<file path="config.mk">
export PLATFORM = sky130hd
export DESIGN_NAME = sprite_motion_engine_flat
export DESIGN_NICKNAME = d
export VERILOG_FILES = /design/src/rtl/sprite_motion_engine_if.sv /design/src/rtl/sprite_motion_engine.sv /design/src/flat_wrapper.sv
export SDC_FILE = /design/constraint.sdc
export NUM_CORES = 1
export LEC_CHECK = 0
export BUFFER_PORTS_ARGS = -buffer_cell sky130_fd_sc_hd__buf_4
export CORE_MARGIN = 8
export CORE_UTILIZATION = 40
export DETAILED_ROUTE_END_ITERATION = 12
export MAX_ROUTING_LAYER = met4
export PLACE_DENSITY_LB_ADDON = 0.25
export SYNTH_ARGS = -nofsm -noshare
export SYNTH_HDL_FRONTEND = slang
export SYNTH_SLANG_ARGS = --single-unit
</file>
<file path="constraint.sdc">
create_clock -name clk -period 3.55 [get_ports clk]
set_clock_uncertainty 0.15 [all_clocks]
set_input_delay 0.5325 -clock clk [delete_from_list [all_inputs] [get_ports clk]]
set_output_delay 0.5325 -clock clk [all_outputs]
set_load 0.005 [all_outputs]
</file>
<file path="src/rtl/sprite_motion_engine_if.sv">
// Load port for the sprite motion engine: a valid/ready handshake that carries a new
// position and velocity from the game logic to the engine.
interface sprite_motion_engine_if #(
  parameter int unsigned COORD_W = 8,
  parameter int unsigned VEL_W   = 5
);
  logic               load_valid;
  logic               load_ready;
  logic [COORD_W-1:0] load_x;
  logic [COORD_W-1:0] load_y;
  logic [VEL_W-1:0]   load_vx;
  logic [VEL_W-1:0]   load_vy;

  // Game logic side.
  modport master (
    output load_valid, load_x, load_y, load_vx, load_vy,
    input  load_ready
  );

  // Engine side.
  modport slave (
    input  load_valid, load_x, load_y, load_vx, load_vy,
    output load_ready
  );
endinterface

</file>
<file path="src/rtl/sprite_motion_engine.sv">
// Per-sprite position/velocity engine. Each accepted frame tick runs
// IDLE -> CALC -> COMMIT -> IDLE and applies a bounce, wrap or stop edge policy per axis.
module sprite_motion_engine #(
  parameter int unsigned COORD_W  = 8,
  parameter int unsigned VEL_W    = 5,
  parameter int unsigned SIZE_W   = 7,
  parameter int unsigned SCREEN_W = 128,
  parameter int unsigned SCREEN_H = 96,
  parameter int unsigned INIT_X   = 0,
  parameter int unsigned INIT_Y   = 0,
  parameter int          INIT_VX  = 1,
  parameter int          INIT_VY  = 1
) (
  input  logic                clk,
  input  logic                reset,
  input  logic                step_i,
  input  logic                freeze_i,
  input  logic [1:0]          mode_i,
  input  logic [SIZE_W-1:0]   spr_w_i,
  input  logic [SIZE_W-1:0]   spr_h_i,
  sprite_motion_engine_if.slave load_io,
  output logic [COORD_W-1:0]  x_pos_o,
  output logic [COORD_W-1:0]  y_pos_o,
  output logic [VEL_W-1:0]    x_vel_o,
  output logic [VEL_W-1:0]    y_vel_o,
  output logic                hit_x_o,
  output logic                hit_y_o,
  output logic                step_drop_o
);

  // Two extra bits: one for the sign, one so pos + vel can never overflow.
  localparam int unsigned CW = COORD_W + 2;

  localparam logic [COORD_W-1:0] InitX  = COORD_W'(INIT_X);
  localparam logic [COORD_W-1:0] InitY  = COORD_W'(INIT_Y);
  localparam logic [VEL_W-1:0]   InitVx = VEL_W'(INIT_VX);
  localparam logic [VEL_W-1:0]   InitVy = VEL_W'(INIT_VY);

  typedef logic signed [CW-1:0]    calc_t;
  typedef logic signed [VEL_W-1:0] vel_t;

  typedef struct packed {
    logic [COORD_W-1:0] pos;
    logic [VEL_W-1:0]   vel;
    logic               hit;
  } axis_t;

  typedef enum logic [1:0] {StIdle, StCalc, StCommit} state_e;

  state_e state_q, state_d;

  logic [COORD_W-1:0] x_pos_q, x_pos_d, y_pos_q, y_pos_d;
  logic [VEL_W-1:0]   x_vel_q, x_vel_d, y_vel_q, y_vel_d;
  logic               hit_x_q, hit_x_d, hit_y_q, hit_y_d;
  logic               step_drop_q, step_drop_d;
  calc_t              nx_q, nx_d, ny_q, ny_d;
  calc_t              xlim_q, xlim_d, ylim_q, ylim_d;
  logic [1:0]         mode_q, mode_d;

  logic  take_load, calc_en, commit_en;
  axis_t ax, ay;

  // Negation that saturates the most-negative velocity to the most-positive one.
  function automatic vel_t neg_sat(vel_t v);
    vel_t vmin;
    vmin = {1'b1, {(VEL_W-1){1'b0}}};
    if (v == vmin) return {1'b0, {(VEL_W-1){1'b1}}};
    return -v;
  endfunction

  // Highest legal position for a sprite of size sz; zero when the sprite exceeds the screen.
  function automatic calc_t limit(int unsigned screen, logic [SIZE_W-1:0] sz);
    if (32'(sz) >= screen) return '0;
    return calc_t'(screen - 32'(sz));
  endfunction

  // Edge policy for one axis given the unclamped next position n.
  function automatic axis_t apply_edge(calc_t n, calc_t lim, vel_t vel, logic [1:0] mode,
                                       int unsigned screen);
    axis_t r;
    calc_t scr;
    calc_t w;
    scr   = calc_t'(screen);
    w     = n;
    r.pos = n[COORD_W-1:0];
    r.vel = vel;
    r.hit = 1'b0;
    case (mode)
      2'd1: begin
        if (n < 0) begin
          w     = n + scr;
          r.hit = 1'b1;
        end else if (n >= scr) begin
          w     = n - scr;
          r.hit = 1'b1;
        end
        r.pos = w[COORD_W-1:0];
      end
      2'd2: begin
        if (n < 0) begin
          r.pos = '0;
          r.vel = '0;
          r.hit = 1'b1;
        end else if (n > lim) begin
          r.pos = lim[COORD_W-1:0];
          r.vel = '0;
          r.hit = 1'b1;
        end
      end
      default: begin
        // Bounce (mode 0 and reserved 3): touching an edge while heading into it also counts.
        if (n < 0 || (n == 0 && vel < 0)) begin
          r.pos = '0;
          if (vel < 0) r.vel = neg_sat(vel);
          r.hit = 1'b1;
        end else if (n > lim || (n == lim && vel > 0)) begin
          r.pos = lim[COORD_W-1:0];
          if (vel > 0) r.vel = neg_sat(vel);
          r.hit = 1'b1;
        end
      end
    endcase
    return r;
  endfunction

  // FSM state register.
  always_ff @(posedge clk or posedge reset) begin
    if (reset) state_q <= StIdle;
    else       state_q <= state_d;
  end

  // FSM next state: a load in IDLE wins over a step, so only a lone unfrozen step starts an update.
  always_comb begin
    state_d = state_q;
    unique case (state_q)
      StIdle:   if (step_i && !freeze_i && !load_io.load_valid) state_d = StCalc;
      StCalc:   state_d = StCommit;
      StCommit: state_d = StIdle;
      default:  state_d = StIdle;
    endcase
  end

  // FSM outputs and control strobes.
  always_comb begin
    load_io.load_ready = (state_q == StIdle);
    take_load          = (state_q == StIdle) && load_io.load_valid;
    calc_en            = (state_q == StCalc);
    commit_en          = (state_q == StCommit);
    // Frozen steps vanish silently; otherwise a step that cannot start an update is reported.
    step_drop_d        = step_i && !freeze_i && ((state_q != StIdle) || load_io.load_valid);
  end

  // CALC datapath: unclamped next positions, per-axis limits and the sampled mode.
  always_comb begin
    nx_d   = nx_q;
    ny_d   = ny_q;
    xlim_d = xlim_q;
    ylim_d = ylim_q;
    mode_d = mode_q;
    if (calc_en) begin
      nx_d   = calc_t'({2'b00, x_pos_q}) + calc_t'(vel_t'(x_vel_q));
      ny_d   = calc_t'({2'b00, y_pos_q}) + calc_t'(vel_t'(y_vel_q));
      xlim_d = limit(SCREEN_W, spr_w_i);
      ylim_d = limit(SCREEN_H, spr_h_i);
      mode_d = mode_i;
    end
  end

  // Edge policy evaluated on the registered CALC results.
  always_comb begin
    ax = apply_edge(nx_q, xlim_q, vel_t'(x_vel_q), mode_q, SCREEN_W);
    ay = apply_edge(ny_q, ylim_q, vel_t'(y_vel_q), mode_q, SCREEN_H);
  end

  // Architectural state next values: load or commit; hit pulses last one cycle.
  always_comb begin
    x_pos_d = x_pos_q;
    y_pos_d = y_pos_q;
    x_vel_d = x_vel_q;
    y_vel_d = y_vel_q;
    hit_x_d = 1'b0;
    hit_y_d = 1'b0;
    if (take_load) begin
      x_pos_d = load_io.load_x;
      y_pos_d = load_io.load_y;
      x_vel_d = load_io.load_vx;
      y_vel_d = load_io.load_vy;
    end else if (commit_en) begin
      x_pos_d = ax.pos;
      y_pos_d = ay.pos;
      x_vel_d = ax.vel;
      y_vel_d = ay.vel;
      hit_x_d = ax.hit;
      hit_y_d = ay.hit;
    end
  end

  // Datapath registers; reset drops any in-flight update.
  always_ff @(posedge clk or posedge reset) begin
    if (reset) begin
      x_pos_q     <= InitX;
      y_pos_q     <= InitY;
      x_vel_q     <= InitVx;
      y_vel_q     <= InitVy;
      hit_x_q     <= 1'b0;
      hit_y_q     <= 1'b0;
      step_drop_q <= 1'b0;
      nx_q        <= '0;
      ny_q        <= '0;
      xlim_q      <= '0;
      ylim_q      <= '0;
      mode_q      <= '0;
    end else begin
      x_pos_q     <= x_pos_d;
      y_pos_q     <= y_pos_d;
      x_vel_q     <= x_vel_d;
      y_vel_q     <= y_vel_d;
      hit_x_q     <= hit_x_d;
      hit_y_q     <= hit_y_d;
      step_drop_q <= step_drop_d;
      nx_q        <= nx_d;
      ny_q        <= ny_d;
      xlim_q      <= xlim_d;
      ylim_q      <= ylim_d;
      mode_q      <= mode_d;
    end
  end

  assign x_pos_o     = x_pos_q;
  assign y_pos_o     = y_pos_q;
  assign x_vel_o     = x_vel_q;
  assign y_vel_o     = y_vel_q;
  assign hit_x_o     = hit_x_q;
  assign hit_y_o     = hit_y_q;
  assign step_drop_o = step_drop_q;

endmodule

</file>
<file path="src/flat_wrapper.sv">
// flat-port wrapper written by rule: the top's interface ports become plain ports
module sprite_motion_engine_flat 
#(
  parameter int unsigned COORD_W  = 8,
  parameter int unsigned VEL_W    = 5,
  parameter int unsigned SIZE_W   = 7,
  parameter int unsigned SCREEN_W = 128,
  parameter int unsigned SCREEN_H = 96,
  parameter int unsigned INIT_X   = 0,
  parameter int unsigned INIT_Y   = 0,
  parameter int          INIT_VX  = 1,
  parameter int          INIT_VY  = 1
)
  (clk, reset, step_i, freeze_i, mode_i, spr_w_i, spr_h_i, x_pos_o, y_pos_o, x_vel_o, y_vel_o, hit_x_o, hit_y_o, step_drop_o, load_io_load_valid, load_io_load_x, load_io_load_y, load_io_load_vx, load_io_load_vy, load_io_load_ready);
  sprite_motion_engine_if #(.COORD_W(COORD_W), .VEL_W(VEL_W)) load_io_i ();
  input  logic clk;
  input  logic reset;
  input  logic step_i;
  input  logic freeze_i;
  input  logic [1:0] mode_i;
  input  logic [SIZE_W-1:0] spr_w_i;
  input  logic [SIZE_W-1:0] spr_h_i;
  output logic [COORD_W-1:0] x_pos_o;
  output logic [COORD_W-1:0] y_pos_o;
  output logic [VEL_W-1:0] x_vel_o;
  output logic [VEL_W-1:0] y_vel_o;
  output logic hit_x_o;
  output logic hit_y_o;
  output logic step_drop_o;
  input wire logic [$bits(load_io_i.load_valid)-1:0] load_io_load_valid;
  input wire logic [$bits(load_io_i.load_x)-1:0] load_io_load_x;
  input wire logic [$bits(load_io_i.load_y)-1:0] load_io_load_y;
  input wire logic [$bits(load_io_i.load_vx)-1:0] load_io_load_vx;
  input wire logic [$bits(load_io_i.load_vy)-1:0] load_io_load_vy;
  output wire logic [$bits(load_io_i.load_ready)-1:0] load_io_load_ready;
  assign load_io_i.load_valid = load_io_load_valid;
  assign load_io_i.load_x = load_io_load_x;
  assign load_io_i.load_y = load_io_load_y;
  assign load_io_i.load_vx = load_io_load_vx;
  assign load_io_i.load_vy = load_io_load_vy;
  assign load_io_load_ready = load_io_i.load_ready;
  sprite_motion_engine #(.COORD_W(COORD_W), .VEL_W(VEL_W), .SIZE_W(SIZE_W), .SCREEN_W(SCREEN_W), .SCREEN_H(SCREEN_H), .INIT_X(INIT_X), .INIT_Y(INIT_Y), .INIT_VX(INIT_VX), .INIT_VY(INIT_VY)) u_core (.clk(clk), .reset(reset), .step_i(step_i), .freeze_i(freeze_i), .mode_i(mode_i), .spr_w_i(spr_w_i), .spr_h_i(spr_h_i), .load_io(load_io_i), .x_pos_o(x_pos_o), .y_pos_o(y_pos_o), .x_vel_o(x_vel_o), .y_vel_o(y_vel_o), .hit_x_o(hit_x_o), .hit_y_o(hit_y_o), .step_drop_o(step_drop_o));
endmodule
</file>
==> flow_metrics.py, run 1 <==
metrics = {
    "yosys": {
        "postSynth.asyncResetShare_pct": 100,
        "seq_area_frac_synth_pct": 35.3,
        "ys_ff_latch": 69,
        "netlist_area_um2": 4900,
        "synth_area_per_cell_um2": 8.79,
        "ys.flop_type": "dfrtp_1",
        "synthCells": 558,
        "yosysUniqueCellTypes": 70,
        "yosys_warnings": 0,
        "synth_fp_nets": 651,
        "synth_edf_count": 0,
    },
    "setup_path": {
        "critPathLaunchType": "flip-flop",
        "crit_chain": "inv_1 -> ha_1 -> a211oi_2 -> nor2_1 -> or4_4 -> o21a_4 -> a221oi_4 -> or2_1 -> mux2_4",
        "worst_path_max_delay_cell": "or4_4",
        "crit_path_end_kind": "flip-flop",
        "cp_max_fo": 4,
        "critPathKind": "flip-flop to flip-flop",
        "cp.arrival_ns": 3.05,
        "required_ns": 3.63,
        "max_stage_delay_ns": 0.49,
    },
    "die": {
        "initial_core_util_pct": 40.8,
        "dieWidth_um": 127,
        "die_y_um": 127,
        "rows": 40,
        "core_area_um2": 12000,
        "dieArea_um2": 16100,
        "io_pins": 77,
    },
    "clock_network": {
        "cts.clk_slew.worst_paths_ns": 0.06,
        "cts_tree": "yes",
        "numClockSinks": 69,
        "hold_buffers": 0,
        "insertion_delay_ns": 0.34,
        "clockBufferDepth": 2,
        "root_buffer": "clkbuf_16",
        "htreeDepth": 3,
        "numCtsBuffers": 9,
        "post_cts_buffers": 0,
        "cts_resized": 0,
    },
    "grt": {
        "grt_max_degree": 50,
        "grt_usage_pct": 18.9,
        "grt_pass1_vias": 4703,
        "met1_usage_pct": 20.0,
        "use_met3_pct": 4.65,
        "antenna_found_initial": 0,
        "busiest_layer": "met2",
        "grt_pass1_wl_mm": 23.4,
        "grt.overflow.total": 0,
        "met2_usage_pct": 32.7,
    },
    "route": {
        "avgViaCountPerCell": 5.73,
        "drc_errors": 0,
        "drt-pass1-iter-count": 6,
        "wl_mm": 14.3,
        "num_vias": 4486,
        "wl_per_cell_um": 18.3,
        "antenna_left": 0,
        "drtIter0Drc": 273,
    },
    "place": {
        "gp_congestion": 0.964,
        "portBuffers": 76,
        "post-dp-hpwl_mm": 11.0,
        "post-place-ws_ns": 0.592,
    },
    "finish": {
        "final_core_util_pct": 49.2,
        "nets": 725,
        "diodes": 0,
        "syn2layout_area_growth_pct": 20.4,
        "drive_above_1_share_pct": 18.6,
        "fillers": 1171,
    },
    "timing": {
        "setup_viol": 0,
        "fin_hold_ws_ns": 0.184,
        "setup_ws_ns": 0.574,
        "fin_tns_setup_ns": 0,
        "maxSlewViolCount": 0,
        "fin_crit_ns": 2.98,
        "rsz0062_at_grt": "false",
        "timing.fmax_mhz": 336,
        "slew-limit-headroom_pct": 46.5,
        "tightest_slew_ns": 0.802,
        "period_share_pct": 83.8,
        "final_hold_viol_count": 0,
    },
    "pwr": {
        "p_leak_nw": 2.73,
        "power_per_cell_area_nw_per_um2": 750,
        "vdd_drop_max_mv": 0.456,
        "fin_total_pwr_w": 0.00443,
    },
    "run_status": {
        "status": "finished, final reports clean",
    },
    "worst_hold_path": {
        "hold_path.class": "input port to async pin",
    },
    "job": {
        "maxCapViolCount": 0,
    },
}
==> report_power, final <==
group          internal [W]  leakage (nW)  switching [W]
logic              0.000991          1.74        0.00119
clock network      0.000525         0.139       0.000328
registers           0.00102         0.845       0.000367
==> per-stage QoR <==
step | cells | area (um2)
2_1_floorplan | 558 | 4900
5_1_grt | 783 | 5900
3_3_place_gp | 768 | 5630
4_1_cts | 783 | 5900
3_5_place_dp | 768 | 5630
6_report | 783 | 5900
==> layout by cell type (no fill, tap or decap), types with 9 or more instances in the layout <==
master,instances
buf_4,84
dfrtp_1,67
nand2_1,55
o21ai_0,50
ha_1,44
inv_1,42
nor3_1,40
nor2_1,38
a21oi_1,26
a221oi_1,15
nand2b_1,13
nand3_1,12
xnor2_1,11
xor2_1,9
clkbuf_16,9
==> registers in the layout, indices dropped and copies added, names as in the netlist, 2 cells and up <==
register / flops
u_core.nx_q: 10
u_core.ny_q: 10
u_core.x_pos_o: 8
u_core.xlim_q: 8
u_core.y_pos_o: 8
u_core.ylim_q: 8
u_core.x_vel_o: 5
u_core.y_vel_o: 5
u_core.mode_q: 2
u_core.state_q: 2
==> logic make-up after synthesis <==
family          synth area share, %
compound gates                 22.5
simple gates                   19.2
flops                          35.3
xor+xnor                       3.57
mux                            2.30
fa+ha+maj                      12.0
buf+inv                        5.16
==> synthesized netlist by cell type, drive strengths merged, types with 4 or more instances <==
cell,instances,area (um2)
xor2,9,78.8
o31ai,8,73.8
inv,43,161
a221oi,16,158
a2bb2oi,4,35.0
a21o,7,52.6
dfrtp,67,1680
a21oi,26,130
a211oi,6,50.1
o21a,4,37.5
nor3,40,200
nand3,12,60.1
clkbuf,17,63.8
ha,44,551
or3,5,31.3
nor2b,7,43.8
nand2b,13,81.3
a22o,5,43.8
o21ai,50,250
buf,4,27.5
nand4,4,25.0
a31oi,4,25.0
nand2,55,206
nor2,39,149
xnor2,11,96.3
mux2,4,52.6
mux2i,6,60.1
==> routing by layer <==
layer | vias to the layer above | share of wire [%]
met5 | - | 0
met4 | 0 | 3.7
met3 | 37 | 3.9
met2 | 128 | 51
met1 | 2150 | 41
li1 | 2171 | -
==> area by class of cell <==
cell class                 count  area (um2)  share of cell area (%)
sequential                    69        1730                    29.3
timing repair buffer          84         631                    10.7
multi-input combinational    425        2920                    49.5
clock buffer                  14         274                    4.64
tap                          147         184                    3.12
clock inverter                 1        5.00                  0.0848
inverter                      43         161                    2.73
==> path summary, 6_finish.rpt <==
check	from	to	slack, ns	cells past startpoint
setup / recovery	u_core.xlim_q[5]$_DFFE_PP0N_	u_core.x_vel_o[3]$_DFFE_PP0P_	0.57	9
hold / removal	reset	u_core.xlim_q[0]$_DFFE_PP0N_	0.18	2
setup reg to reg	u_core.xlim_q[5]$_DFFE_PP0N_	u_core.x_vel_o[3]$_DFFE_PP0P_	0.57	9
hold reg to reg	u_core.xlim_q[6]$_DFFE_PP0N_	u_core.xlim_q[6]$_DFFE_PP0N_	0.40	2
max in group asynchronous	reset	u_core.y_pos_o[7]$_DFFE_PP0N_	2.31	3
min in group clk	spr_h_i[6]	u_core.ylim_q[6]$_DFFE_PP0N_	0.24	2
==> worst max-delay path: cells and delay by family, from the launching register on <==
family / cells / cell delay (ns)
AND/OR/NAND/NOR: 3 / 0.85
AO/OA/AOI/OAI: 3 / 0.79
flip-flops: 1 / 0.37
adder cells (fa/ha/maj): 1 / 0.31
buffers and inverters: 1 / 0.05
multiplexers: 1 / 0.32
Note: power is estimated with default switching activity, not from simulation.
==> run 2, diff against run 1 <==
==> constraint.sdc (replaced) <==
create_clock -name clk -period 2.8 [get_ports clk]
set_clock_uncertainty 0.15 [all_clocks]
set_input_delay 0.42 -clock clk [delete_from_list [all_inputs] [get_ports clk]]
set_output_delay 0.42 -clock clk [all_outputs]
set_load 0.005 [all_outputs]
==> flow_metrics.py, run 2 (synthesis gave the netlist of run 1 again) <==
metrics = {
    "pwr": {
        "pwr-share-comb_pct": 57.1,
        "seqPwrFrac_pct": 25.9,
        "p_leak_nw": 3.01,
        "switching_share_pct": 41.9,
        "p_sw_w": 0.00262,
        "fin_total_pwr_w": 0.00624,
        "power_per_cell_area_nw_per_um2": 966,
        "vdd_drop_max_mv": 0.373,
        "clkPwrFrac_pct": 17.0,
        "internal_power_w": 0.00363,
    },
    "die": {
        "dieArea_um2": 16100,
        "rows": 40,
        "die_y_um": 127,
        "io_pins": 77,
        "core_area_um2": 12000,
        "initial_core_util_pct": 40.8,
        "dieWidth_um": 127,
    },
    "clock_network": {
        "cts_tree": "yes",
        "root_buffer": "clkbuf_16",
        "htreeDepth": 3,
        "cts.clk_slew.worst_paths_ns": 0.06,
        "numClockSinks": 69,
        "numCtsBuffers": 9,
        "clockBufferDepth": 2,
        "insertion_delay_ns": 0.34,
    },
    "finish": {
        "stdcell_count": 836,
        "mostFrequentLayoutCells": "buf_4, dfrtp_1, nand2_1",
        "syn2layout_area_growth_pct": 31.8,
        "biggestRegsByFlops": "u_core.nx_q x10, u_core.ny_q x10",
        "nets": 777,
        "final_common_cell": "buf_4",
        "drive_above_1_share_pct": 27.7,
        "diodes": 0,
    },
    "setup_path": {
        "required_ns": 2.87,
        "cp_max_fo": 4,
        "cp.arrival_ns": 2.80,
        "critPathKind": "flip-flop to flip-flop",
        "worst-path-buf-inv": 1,
        "critPathLaunchType": "flip-flop",
        "crit_family": "simple AND/OR/NAND/NOR gates",
        "crit_chain": "inv_1 -> ha_1 -> nand4_1 -> nor4_4 -> or4_4 -> o21a_4 -> a221oi_4 -> or2_4 -> mux2_4",
        "worst_path_max_delay_cell": "or4_4",
        "max_stage_delay_ns": 0.45,
        "crit_path_end_kind": "flip-flop",
    },
    "timing": {
        "setup_viol": 0,
        "timing.fmax_mhz": 366,
        "rsz0062_at_grt": "true",
        "slew-limit-headroom_pct": 62.5,
        "fin_crit_ns": 2.73,
        "maxSlewViolCount": 0,
        "final_hold_viol_count": 0,
        "period_share_pct": 97.5,
        "setup_ws_ns": 0.0709,
        "tightest_slew_ns": 0.559,
    },
    "route": {
        "drt-pass1-iter-count": 5,
        "wl_mm": 15.0,
        "drc_errors": 0,
        "num_vias": 4639,
        "avgViaCountPerCell": 5.55,
        "drtIter0Drc": 274,
        "wl_per_cell_um": 17.9,
        "antenna_left": 0,
    },
    "place": {
        "post-place-ws_ns": -0.0145,
        "post-dp-hpwl_mm": 11.6,
        "placed_cells": 811,
        "portBuffers": 76,
        "gp_congestion": 1.03,
    },
    "grt": {
        "grt.overflow.total": 0,
        "antenna_found_initial": 0,
        "grt_max_degree": 51,
        "grt_pass1_vias": 4963,
        "grt_pass1_wl_mm": 24.1,
        "grt_usage_pct": 19.3,
    },
    "job": {
        "maxCapViolCount": 0,
    },
    "run_status": {
        "status": "finished, final reports clean",
    },
    "worst_hold_path": {
        "hold_path.class": "input port to flip-flop",
    },
}
run 2: metal layers:
layer | part of all wire (%) | global-route usage [%] | wire length [um]
met4 | 3.4 | 8.05 | 516
met1 | 42 | 20.7 | 6230
met2 | 52 | 34.1 | 7780
met3 | 3.2 | 4.02 | 484
met5 | 0 | - | 0
run 2: final timing paths:
kind / slack, ns / from / to / cells past startpoint
setup reg to reg: 0.07 / u_core.xlim_q[1]$_DFFE_PP0N_ / u_core.x_vel_o[4]$_DFFE_PP0P_ / 9
setup / recovery: 0.07 / u_core.xlim_q[1]$_DFFE_PP0N_ / u_core.x_vel_o[4]$_DFFE_PP0P_ / 9
hold / removal: 0.14 / spr_h_i[6] / u_core.ylim_q[6]$_DFFE_PP0N_ / 2
hold reg to reg: 0.43 / u_core.mode_q[1]$_DFFE_PP0N_ / u_core.mode_q[1]$_DFFE_PP0N_ / 2
max in group asynchronous: 1.31 / reset / u_core.y_vel_o[0]$_DFFE_PP1P_ / 4
min in group asynchronous: 0.51 / reset / u_core.ylim_q[6]$_DFFE_PP0N_ / 3
run 2: stage by stage:
stage | hold WS [ns] | utilization (%) | area, um2 | setup TNS, ns
floorplan | 0.322 | - | 4900 | 0
global placement | 0.322 | 49.6 | 5960 | -0.00305
finish | 0.137 | 53.8 | 6460 | 0
CTS | 0.120 | 52.1 | 6260 | 0
global route | 0.145 | 53.8 | 6460 | -0.0407
detailed placement | 0.322 | 49.6 | 5960 | -0.0149
run 2: final cells by class:
cell class | instances | area [um2]
clock inverter | 1 | 7.51
sequential | 69 | 1730
tap | 147 | 184
clock buffer | 15 | 268
fill | 1120 | 5550
timing repair buffer | 136 | 1040
multi-input combinational | 425 | 3070
inverter | 43 | 161
run 2: what timing repair did:
| item | in CTS | in global routing |
|---|---|---|
| buffers inserted | 1 | 7 |
| endpoints found under the setup margin | 5 | 27 |
| hold buffers | 1 | 0 |
| pin swaps | 1 | 17 |
| endpoints found under the hold margin | 19 | 0 |
| resized for setup | 3 | 33 |
run 2: power groups by stage:
stage	clock, W	combinational [W]	sequential (W)
after floorplan	0	0.00207	0.00158
after global placement	0	0.00318	0.00161
after detailed placement	0	0.00324	0.00162
after CTS	0.00109	0.00329	0.00161
after global routing	0.00113	0.00394	0.00165
final	0.00106	0.00356	0.00162
==> run 3, diff against run 2 <==
--- a/config.mk
+++ b/config.mk
@@ -7,7 +7,7 @@
 export LEC_CHECK = 0
 export BUFFER_PORTS_ARGS = -buffer_cell sky130_fd_sc_hd__buf_4
 export CORE_MARGIN = 8
-export CORE_UTILIZATION = 40
+export CORE_UTILIZATION = 58
 export DETAILED_ROUTE_END_ITERATION = 12
 export MAX_ROUTING_LAYER = met4
 export PLACE_DENSITY_LB_ADDON = 0.25
==> flow_metrics.py, run 3 (synthesis gave the netlist of run 1 again) <==
metrics = {
    "run_status": {
        "status": "finished, final reports clean",
    },
    "grt": {
        "busiest_layer": "met2",
        "met2_usage_pct": 46.4,
        "antenna_found_initial": 0,
        "grt_usage_pct": 26.2,
        "grt_pass1_wl_mm": 23.6,
        "grt_pass1_vias": 4946,
        "grt_max_degree": 70,
        "grt.overflow.total": 0,
        "met1_usage_pct": 28.3,
        "use_met3_pct": 2.86,
    },
    "route": {
        "antenna_left": 0,
        "drtIter0Drc": 225,
        "avgViaCountPerCell": 6.02,
        "drt-pass1-iter-count": 5,
        "wl_mm": 14.9,
        "drc_errors": 0,
        "wl_per_cell_um": 18.6,
        "num_vias": 4813,
    },
    "clock_network": {
        "insertion_delay_ns": 0.34,
        "cts.clk_slew.worst_paths_ns": 0.08,
        "numCtsBuffers": 9,
        "htreeDepth": 3,
        "hold_buffers": 0,
        "numClockSinks": 69,
        "clockBufferDepth": 2,
        "root_buffer": "clkbuf_8",
        "cts_tree": "yes",
    },
    "timing": {
        "period_share_pct": 99.5,
        "maxSlewViolCount": 0,
        "fin_tns_setup_ns": 0,
        "rsz0062_at_grt": "true",
        "timing.fmax_mhz": 359,
        "setup_viol": 0,
        "fin_hold_ws_ns": 0.0161,
        "fin_crit_ns": 2.79,
        "slew-limit-headroom_pct": 59.4,
        "final_hold_viol_count": 0,
        "tightest_slew_ns": 0.604,
    },
    "setup_path": {
        "required_ns": 2.93,
        "reg2reg_to": "u_core.y_vel_o[4]$_DFFE_PP0P_",
        "cp_max_fo": 5,
        "max_stage_delay_ns": 0.50,
        "worst_path_max_delay_cell": "or4_1",
        "critPathKind": "flip-flop to flip-flop",
        "regToRegSetupSlack_ns": 0.01,
        "ff2ff_path_depth": 10,
        "cp.arrival_ns": 2.91,
        "crit_path_end_kind": "flip-flop",
        "crit_family": "simple AND/OR/NAND/NOR gates",
        "rr_startpoint": "u_core.ylim_q[8]$_DFFE_PP0N_",
        "critPathLaunchType": "flip-flop",
        "worst-path-buf-inv": 2,
        "crit_chain": "inv_1 -> buf_4 -> ha_1 -> nand4_1 -> or2_0 -> o221a_2 -> o21ai_1 -> o311ai_2 -> or4_1 -> nand3_1",
    },
    "die": {
        "dieWidth_um": 108,
        "rows": 33,
        "die_y_um": 108,
        "core_area_um2": 8220,
        "initial_core_util_pct": 59.7,
        "dieArea_um2": 11700,
        "io_pins": 77,
    },
    "place": {
        "post-dp-hpwl_mm": 11.4,
        "portBuffers": 76,
        "gp_congestion": 0.948,
    },
    "job": {
        "maxCapViolCount": 0,
    },
    "worst_hold_path": {
        "hold_path.class": "input port to async pin",
    },
    "pwr": {
        "vdd_drop_max_mv": 0.654,
        "p_leak_nw": 3.00,
        "power_per_cell_area_nw_per_um2": 952,
    },
    "finish": {
        "nets": 783,
        "diodes": 0,
        "final_core_util_pct": 77.0,
        "mostFrequentLayoutCells": "buf_4, dfrtp_1, nand2_1",
        "biggestRegsByFlops": "u_core.nx_q x10, u_core.ny_q x10",
        "drive_above_1_share_pct": 27.9,
        "final_common_cell": "buf_4",
        "syn2layout_area_growth_pct": 29.0,
    },
}
run 3: changes by cell type in the layout (fill, tap and decap cells not counted), sizes merged:
| cell | delta |
|---|---|
| buf | +7 |
| clkbuf | -2 |
| clkinv | +1 |
| clkinvlp | +1 |
| dlygate4sd3 | -1 |
run 3: what timing repair did:
item,in CTS,in global routing
pin swaps,1,12
resized for setup,12,17
buffers inserted,1,9
setup endpoints to repair,13,22
run 3: report_power, final:
group	switching, W	leakage, nW	total (W)	internal, W
combinational	0.00191	2.07	0.00364	0.00174
sequential	0.000308	0.845	0.00160	0.00130
clock	0.000399	0.0857	0.000769	0.000370
total	0.00262	3.00	0.00602	0.00340
run 3: tightest hold or removal path, cell delays in order:
cell and delay [ns]:
buf_4 0.11, inv_2 0.06, buf_12 0.33
run 3: layer usage:
| metal | vias up | wire length, um |
|---|---|---|
| li1 | 2278 | - |
| met1 | 2321 | 5590 |
| met2 | 170 | 7910 |
| met3 | 44 | 777 |
| met4 | 0 | 614 |
| met5 | - | 0 |
run 3: area by class of cell:
type	count	area, um2
Multi-Input combinational cell	425	3040
Fill cell	608	1890
Tap cell	105	131
Sequential cell	69	1730
Inverter	43	161
Clock buffer	13	159
Timing Repair Buffer	142	1090
Clock inverter	3	20.0
run 3: through the flow:
| stage | cell area (um2) | instances | worst slack (ns) | total power, W |
|---|---|---|---|---|
| after floorplan | 4900 | 558 | 0.0103 | 0.00365 |
| after global placement | 5950 | 774 | -0.0391 | 0.00483 |
| after detailed placement | 5950 | 774 | -0.0642 | 0.00494 |
| after CTS | 6170 | 791 | -0.0191 | 0.00580 |
| after global routing | 6320 | 800 | -0.0909 | 0.00643 |
| final | 6320 | 800 | 0.0129 | 0.00602 |
run 3: worst max-delay path by stage:
stage / startpoint / end / slack, ns / cells after the start
CTS: u_core.ylim_q[8]$_DFFE_PP0N_ / u_core.y_vel_o[4]$_DFFE_PP0P_ / -0.02 / 12
global placement: u_core.ylim_q[8]$_DFFE_PP0N_ / u_core.y_pos_o[3]$_DFFE_PP0N_ / -0.04 / 10
finish: u_core.ylim_q[8]$_DFFE_PP0N_ / u_core.y_vel_o[4]$_DFFE_PP0P_ / 0.01 / 10
floorplan: u_core.nx_q[5]$_DFFE_PP0N_ / u_core.x_vel_o[3]$_DFFE_PP0P_ / 0.01 / 9
global route: u_core.ylim_q[8]$_DFFE_PP0N_ / u_core.y_pos_o[0]$_DFFE_PP0N_ / -0.09 / 10
detailed placement: u_core.ylim_q[8]$_DFFE_PP0N_ / u_core.y_pos_o[3]$_DFFE_PP0N_ / -0.06 / 10
